[config.mk]
export PLATFORM = sky130hd
export DESIGN_NAME = cv32e40p_reconfig_controller_flat
export DESIGN_NICKNAME = d
export VERILOG_FILES = /design/src/rtl/cv32e40p_reconfig_controller_if.sv /design/src/rtl/cv32e40p_reconfig_controller.sv /design/src/flat_wrapper.sv
export SDC_FILE = /design/constraint.sdc
export NUM_CORES = 1
export LEC_CHECK = 0
export ABC_CLOCK_PERIOD_IN_PS = 1700
export CELL_PAD_IN_SITES_DETAIL_PLACEMENT = 1
export CELL_PAD_IN_SITES_GLOBAL_PLACEMENT = 2
export CORE_MARGIN = 2
export CORE_UTILIZATION = 28
export DETAILED_ROUTE_END_ITERATION = 12
export PLACE_DENSITY_LB_ADDON = 0.1
export SYNTH_ARGS = -nofsm -noshare
export SYNTH_HDL_FRONTEND = slang
export SYNTH_SLANG_ARGS = --single-unit
[constraint.sdc]
create_clock -name clk_gated -period 1.7 [get_ports clk_gated]
set_clock_uncertainty 0.05 [all_clocks]
set_input_delay 0.34 -clock clk_gated [delete_from_list [all_inputs] [get_ports clk_gated]]
set_output_delay 0.34 -clock clk_gated [all_outputs]
set_load 0.1 [all_outputs]
[src/rtl/cv32e40p_reconfig_controller_if.sv]
// Breakage-monitor / core-halt interface of the TMR reconfiguration controller.
// master = controller side, slave = monitors, core and voter side.
interface cv32e40p_reconfig_controller_if #(
  parameter int CNT_BIT = 8
);
  logic [2:0]         is_broken_i;
  logic               halt_ack_i;
  logic               halt_req_o;
  logic [2:0]         set_broken_o;
  logic [2:0]         replica_en_o;
  logic [1:0]         voter_mode_o;
  logic               fatal_o;
  logic               timeout_o;
  logic [CNT_BIT-1:0] reconfig_count_o;

  modport master (
    input  is_broken_i, halt_ack_i,
    output halt_req_o, set_broken_o, replica_en_o, voter_mode_o,
           fatal_o, timeout_o, reconfig_count_o
  );

  modport slave (
    output is_broken_i, halt_ack_i,
    input  halt_req_o, set_broken_o, replica_en_o, voter_mode_o,
           fatal_o, timeout_o, reconfig_count_o
  );
endinterface

[src/rtl/cv32e40p_reconfig_controller.sv]
// TMR reconfiguration controller: sticky broken mask, halt handshake, TMR->DMR->SIMPLEX->FAIL.
// Optional reconfiguration event counter built when RECONFIG_EVENT_COUNTER_EN is defined.
module cv32e40p_reconfig_controller #(
  parameter int ACK_TIMEOUT   = 16,
  parameter int TIMEOUT_BIT   = 5,
  parameter int SETTLE_CYCLES = 4,
  parameter int SETTLE_BIT    = 3,
  parameter int CNT_BIT       = 8
) (
  input  logic                                clk_gated,
  input  logic                                rst_n,
  cv32e40p_reconfig_controller_if.master      rc
);

  localparam logic [2:0] IDLE     = 3'd0;
  localparam logic [2:0] HALT_REQ = 3'd1;
  localparam logic [2:0] RECONFIG = 3'd2;
  localparam logic [2:0] SETTLE   = 3'd3;
  localparam logic [2:0] RESUME   = 3'd4;
  localparam logic [2:0] FATAL    = 3'd5;

  logic [2:0]             state_q;
  logic [2:0]             broken_mask_q;
  logic [2:0]             pending_q;
  logic [2:0]             set_broken_q;
  logic [2:0]             replica_en_q;
  logic [1:0]             voter_mode_q;
  logic                   halt_req_q;
  logic                   fatal_q;
  logic                   timeout_q;
  logic [TIMEOUT_BIT-1:0] tcnt_q;
  logic [SETTLE_BIT-1:0]  scnt_q;

  logic [2:0] new_break;
  logic [2:0] pending_all;
  logic [2:0] mask_next;

  // Once fatal, the inputs are no longer observed at all.
  assign new_break   = (state_q == FATAL) ? 3'b000
                                          : (rc.is_broken_i & ~broken_mask_q & ~pending_q);
  assign pending_all = pending_q | new_break;
  assign mask_next   = broken_mask_q | pending_q;

  function automatic logic [1:0] mode_of(input logic [2:0] en);
    logic [1:0] m;
    case (en)
      3'b111:                 m = 2'b00;
      3'b110, 3'b101, 3'b011: m = 2'b01;
      3'b100, 3'b010, 3'b001: m = 2'b10;
      default:                m = 2'b11;
    endcase
    return m;
  endfunction

  always_ff @(posedge clk_gated or negedge rst_n) begin
    if (!rst_n) begin
      state_q       <= IDLE;
      broken_mask_q <= 3'b000;
      pending_q     <= 3'b000;
      set_broken_q  <= 3'b000;
      replica_en_q  <= 3'b111;
      voter_mode_q  <= 2'b00;
      halt_req_q    <= 1'b0;
      fatal_q       <= 1'b0;
      timeout_q     <= 1'b0;
      tcnt_q        <= '0;
      scnt_q        <= '0;
    end else begin
      set_broken_q <= 3'b000;
      pending_q    <= pending_all;
      case (state_q)
        IDLE: begin
          if (pending_all != 3'b000) begin
            state_q    <= HALT_REQ;
            halt_req_q <= 1'b1;
          end
        end
        HALT_REQ: begin
          if (rc.halt_ack_i) begin
            state_q <= RECONFIG;
            tcnt_q  <= '0;
          end else if (tcnt_q == TIMEOUT_BIT'(ACK_TIMEOUT - 1)) begin
            state_q   <= RECONFIG;
            timeout_q <= 1'b1;
            tcnt_q    <= '0;
          end else begin
            tcnt_q <= tcnt_q + TIMEOUT_BIT'(1);
          end
        end
        // Retire everything pending in one step; breaks seen this cycle wait for the next round.
        RECONFIG: begin
          broken_mask_q <= mask_next;
          set_broken_q  <= pending_q;
          pending_q     <= new_break;
          replica_en_q  <= ~mask_next;
          voter_mode_q  <= mode_of(~mask_next);
          scnt_q        <= '0;
          if (mask_next == 3'b111) begin
            state_q <= FATAL;
            fatal_q <= 1'b1;
          end else begin
            state_q <= SETTLE;
          end
        end
        SETTLE: begin
          if (scnt_q == SETTLE_BIT'(SETTLE_CYCLES - 1)) begin
            scnt_q <= '0;
            if (pending_q != 3'b000) begin
              state_q <= RECONFIG;
            end else begin
              state_q    <= RESUME;
              halt_req_q <= 1'b0;
            end
          end else begin
            scnt_q <= scnt_q + SETTLE_BIT'(1);
          end
        end
        RESUME: state_q <= IDLE;
        FATAL:  state_q <= FATAL;
        default: state_q <= IDLE;
      endcase
    end
  end

  assign rc.halt_req_o   = halt_req_q;
  assign rc.set_broken_o = set_broken_q;
  assign rc.replica_en_o = replica_en_q;
  assign rc.voter_mode_o = voter_mode_q;
  assign rc.fatal_o      = fatal_q;
  assign rc.timeout_o    = timeout_q;

`ifdef RECONFIG_EVENT_COUNTER_EN
  logic [CNT_BIT-1:0] count_q;

  // Saturating count of RECONFIG cycles.
  always_ff @(posedge clk_gated or negedge rst_n) begin
    if (!rst_n) begin
      count_q <= '0;
    end else if ((state_q == RECONFIG) && (count_q != {CNT_BIT{1'b1}})) begin
      count_q <= count_q + CNT_BIT'(1);
    end
  end

  assign rc.reconfig_count_o = count_q;
`else
  assign rc.reconfig_count_o = {CNT_BIT{1'b0}};
`endif

endmodule

[src/flat_wrapper.sv]
// flat-port wrapper written by rule: the top's interface ports become plain ports
module cv32e40p_reconfig_controller_flat 
#(
  parameter int ACK_TIMEOUT   = 16,
  parameter int TIMEOUT_BIT   = 5,
  parameter int SETTLE_CYCLES = 4,
  parameter int SETTLE_BIT    = 3,
  parameter int CNT_BIT       = 8
)
  (clk_gated, rst_n, rc_is_broken_i, rc_halt_ack_i, rc_halt_req_o, rc_set_broken_o, rc_replica_en_o, rc_voter_mode_o, rc_fatal_o, rc_timeout_o, rc_reconfig_count_o);
  cv32e40p_reconfig_controller_if #(.CNT_BIT(CNT_BIT)) rc_i ();
  input  logic clk_gated;
  input  logic rst_n;
  input wire logic [$bits(rc_i.is_broken_i)-1:0] rc_is_broken_i;
  input wire logic [$bits(rc_i.halt_ack_i)-1:0] rc_halt_ack_i;
  output wire logic [$bits(rc_i.halt_req_o)-1:0] rc_halt_req_o;
  output wire logic [$bits(rc_i.set_broken_o)-1:0] rc_set_broken_o;
  output wire logic [$bits(rc_i.replica_en_o)-1:0] rc_replica_en_o;
  output wire logic [$bits(rc_i.voter_mode_o)-1:0] rc_voter_mode_o;
  output wire logic [$bits(rc_i.fatal_o)-1:0] rc_fatal_o;
  output wire logic [$bits(rc_i.timeout_o)-1:0] rc_timeout_o;
  output wire logic [$bits(rc_i.reconfig_count_o)-1:0] rc_reconfig_count_o;
  assign rc_i.is_broken_i = rc_is_broken_i;
  assign rc_i.halt_ack_i = rc_halt_ack_i;
  assign rc_halt_req_o = rc_i.halt_req_o;
  assign rc_set_broken_o = rc_i.set_broken_o;
  assign rc_replica_en_o = rc_i.replica_en_o;
  assign rc_voter_mode_o = rc_i.voter_mode_o;
  assign rc_fatal_o = rc_i.fatal_o;
  assign rc_timeout_o = rc_i.timeout_o;
  assign rc_reconfig_count_o = rc_i.reconfig_count_o;
  cv32e40p_reconfig_controller #(.ACK_TIMEOUT(ACK_TIMEOUT), .TIMEOUT_BIT(TIMEOUT_BIT), .SETTLE_CYCLES(SETTLE_CYCLES), .SETTLE_BIT(SETTLE_BIT), .CNT_BIT(CNT_BIT)) u_core (.clk_gated(clk_gated), .rst_n(rst_n), .rc(rc_i));
endmodule
==> metrics <==
outcome=complete, no violations; initial antenna violation count=0; Worst Setup End Kind=flip-flop; CTS tree=built; Post-Syn Area per Cell=~10 µm²; Max stage delay on crit path=approximately 0.43 ns; ANT cells=0; final-stage net count=161; Yosys warning total=0; peak supply drop=494 µV; Compound-Gate Fraction of Synth Area=11.7%; cts repair resizes=0; #FFs+latches synth=28; layout cells sized above 1=19.9%; CP Max Fanout=5; WL per Instance=13.6 µm; Final min period=1.58 ns; area growth from synthesis to layout=28.5%; share of synthesized registers carrying an async set or reset=100%; Seq/Total Area, Yosys=53.8%; largest family of logic cells by synthesized area=simple AND/OR/NAND/NOR gates; post-synthesis xor/xnor area fraction=0.669%; clock net sink count=28; # H-tree levels=1; critical setup path kind=reg2reg; hold violation count in the final report=0; Vias=966; CP bufs+invs=0; setup ws final=about 0.12 ns; final setup TNS=0 ns; global-route wire length before repair=4990 µm; Post-CTS Setup Bufs=0; Synth top area share=47.8%; fin util=38.1%; die height=roughly 72 µm; core area=approximately 4400 µm²; synth cell count leaders=dfrtp_1 (25), nand2_1 (16), o21ai_0 (12); hold buffers post-CTS=0; PortBufs=16; Worst Setup Start Kind=flip-flop; DR vias/cell=4.76; Post-DP HPWL=2110 µm; Clock Latency Late Sink=0.27 ns; Crit path required time=1.80 ns; EDFF count, synth=0; Post-Synth Simple-Gate Area=21.0%; flop2flop setup slack=between 0.1 and 0.15 ns; final slew viol count=0; Yosys cell types=40; RSZ-0062 raised after global routing=no; Clock transition at path regs=0.10 ns; io pins=25; WL final=2770 µm; CTS buffer count=3; CTS root buf=clkbuf_8; Most Crowded Layer GR=met2; Rows=24; RePlAce Congestion=around 0.75; Cell Chain, Critical Path=ha_1 > and4b_1 > or3_4 > nand2b_1 > o21ai_0; GRT met1 Usage=about 17%; DR iter-0 viols=43; mux cell area share after synthesis=less than 1%; worst slack at placement=0.104 ns; Reg2Reg Depth=5; Worst path slowest cell=dfrtp_1; dpl cells=between 150 and 200; DRT Pass-1 Iters=4; adder-cell share of the synthesized area=3.44%; CP arrival=1.68 ns; met2 Track Usage GR=around 20%; grt total ovfl=0; Max Cap Viol=0; dominant synthesized flop cell=dfrtp_1; total track usage=between 10 and 15%; top-count cell post-synth=dfrtp_1; Crit path max-delay family=simple AND/OR/NAND/NOR gates; filler instances=around 500; clock buffer depth=2; Post-Syn Area=1310 µm²; leading post-synthesis cells by cell area=dfrtp_1 (48%), dfstp_2 (6.0%), o21ai_0 (4.6%); number of global-route vias before repair=1023; die area=approximately 5200 µm²; Residual DRC=0; Final period util=between 90% and 100%; Syn Inst Count=around 130; CP Depth=5; met3 Use GR=3.19%; starting density of the core=29.6%; largest net degree at the start of global routing=29; die width=roughly 72 µm; Leakage=0.729 nW; Hold Crit Class=in2async; final setup violation count=0; Final ANT Viol Nets=0; pwr dens=a little under 700 nW/µm²; final hold slack=0.392 ns; fmax=roughly 630 MHz; Yosys top cell by area=dfrtp_1; Final Non-Filler Cells=203
[cell families (layout without fill, tap and decap cells)]
logic type,after synthesis,in the layout
buffers and inverters,19,34
and+or+nand+nor,52,52
muxes,1,1
xor gates and xnor gates,1,1
AOI/OAI and AO/OA,24,24
other,1,8
adders and majority gates,3,3
DFF,28,28
[cells in the final DEF, fill, tap and decap left out, types with 2 or more instances in the layout]
| master | Yosys | final |
|---|---|---|
| buf_12 | 0 | 11 |
| buf_4 | 8 | 6 |
| clkbuf_8 | 0 | 3 |
| clkdlybuf4s50_1 | 0 | 5 |
| conb_1 | 1 | 8 |
| dfrtp_1 | 25 | 25 |
| dfstp_2 | 3 | 3 |
| ha_1 | 2 | 2 |
| inv_1 | 8 | 8 |
| nand2_1 | 16 | 16 |
| nand2b_1 | 3 | 3 |
| nand3_1 | 6 | 6 |
| nand3b_1 | 2 | 2 |
| nor2_1 | 8 | 8 |
| nor2b_1 | 3 | 3 |
| nor3_1 | 2 | 2 |
| o21ai_0 | 12 | 12 |
| o21ai_1 | 2 | 2 |
| or2_2 | 3 | 3 |
[sequential cells by signal (all words and copies together), names as in the netlist]
name,cells
u_core.rc.fatal_o,1
u_core.rc.set_broken_o,3
u_core.rc.halt_req_o,1
u_core.rc.replica_en_o,3
u_core.rc.voter_mode_o,2
u_core.pending_q,3
u_core.tcnt_q,5
u_core.broken_mask_q,3
u_core.scnt_q,3
u_core.rc.timeout_o,1
u_core.state_q,3
[final timing paths]
check / endpoint / start
hold reg to reg: u_core.broken_mask_q[1] / u_core.broken_mask_q[1]
hold / removal: u_core.tcnt_q[3] / rst_n
min in group clk_gated: u_core.broken_mask_q[1] / u_core.broken_mask_q[1]
max in group asynchronous: u_core.rc.replica_en_o[0] / rst_n
setup / recovery: u_core.state_q[1] / u_core.tcnt_q[0]
setup reg to reg: u_core.state_q[1] / u_core.tcnt_q[0]
[worst reg2reg max path: cells and delay by family, from the launching register on]
| family | cells | cell delay (ns) |
|---|---|---|
| flip-flops | 1 | 0.43 |
| AND/OR/NAND/NOR | 3 | 0.67 |
| AO/OA/AOI/OAI | 1 | 0.06 |
| adder cells (fa/ha/maj) | 1 | 0.25 |
[metal layers]
metal  wire length [µm]  part of all wire (%)
met1               1320                    48
met2               1320                    48
met3                112                   4.0
met4                 12                  0.43
met5                  0                     0
[metrics by stage]
stage / instance area, µm² / total power, W
final: 1680 / 0.00114
after global routing: 1680 / 0.00120
after CTS: 1680 / 0.00117
after detailed placement: 1640 / 0.000786
after global placement: 1640 / 0.000786
after floorplan: 1340 / 0.000770
[where the power goes]
part / internal, W / leakage [nW] / switching, W
clock: 0.000168 / 0.0228 / 0.000204
combinational: 0.0000134 / 0.394 / 0.0000926
sequential: 0.000666 / 0.312 / 0
total: 0.000847 / 0.729 / 0.000297
[layout make-up]
class	count	area, µm²	share of cell area (%)
tap	52	65.1	3.87
clock buffer	4	45.0	2.68
inverter	8	30.0	1.79
timing repair buffer	22	315	18.8
sequential	28	704	41.9
multi-input combinational	89	522	31.0
Power figures use the tool's default switching activity.
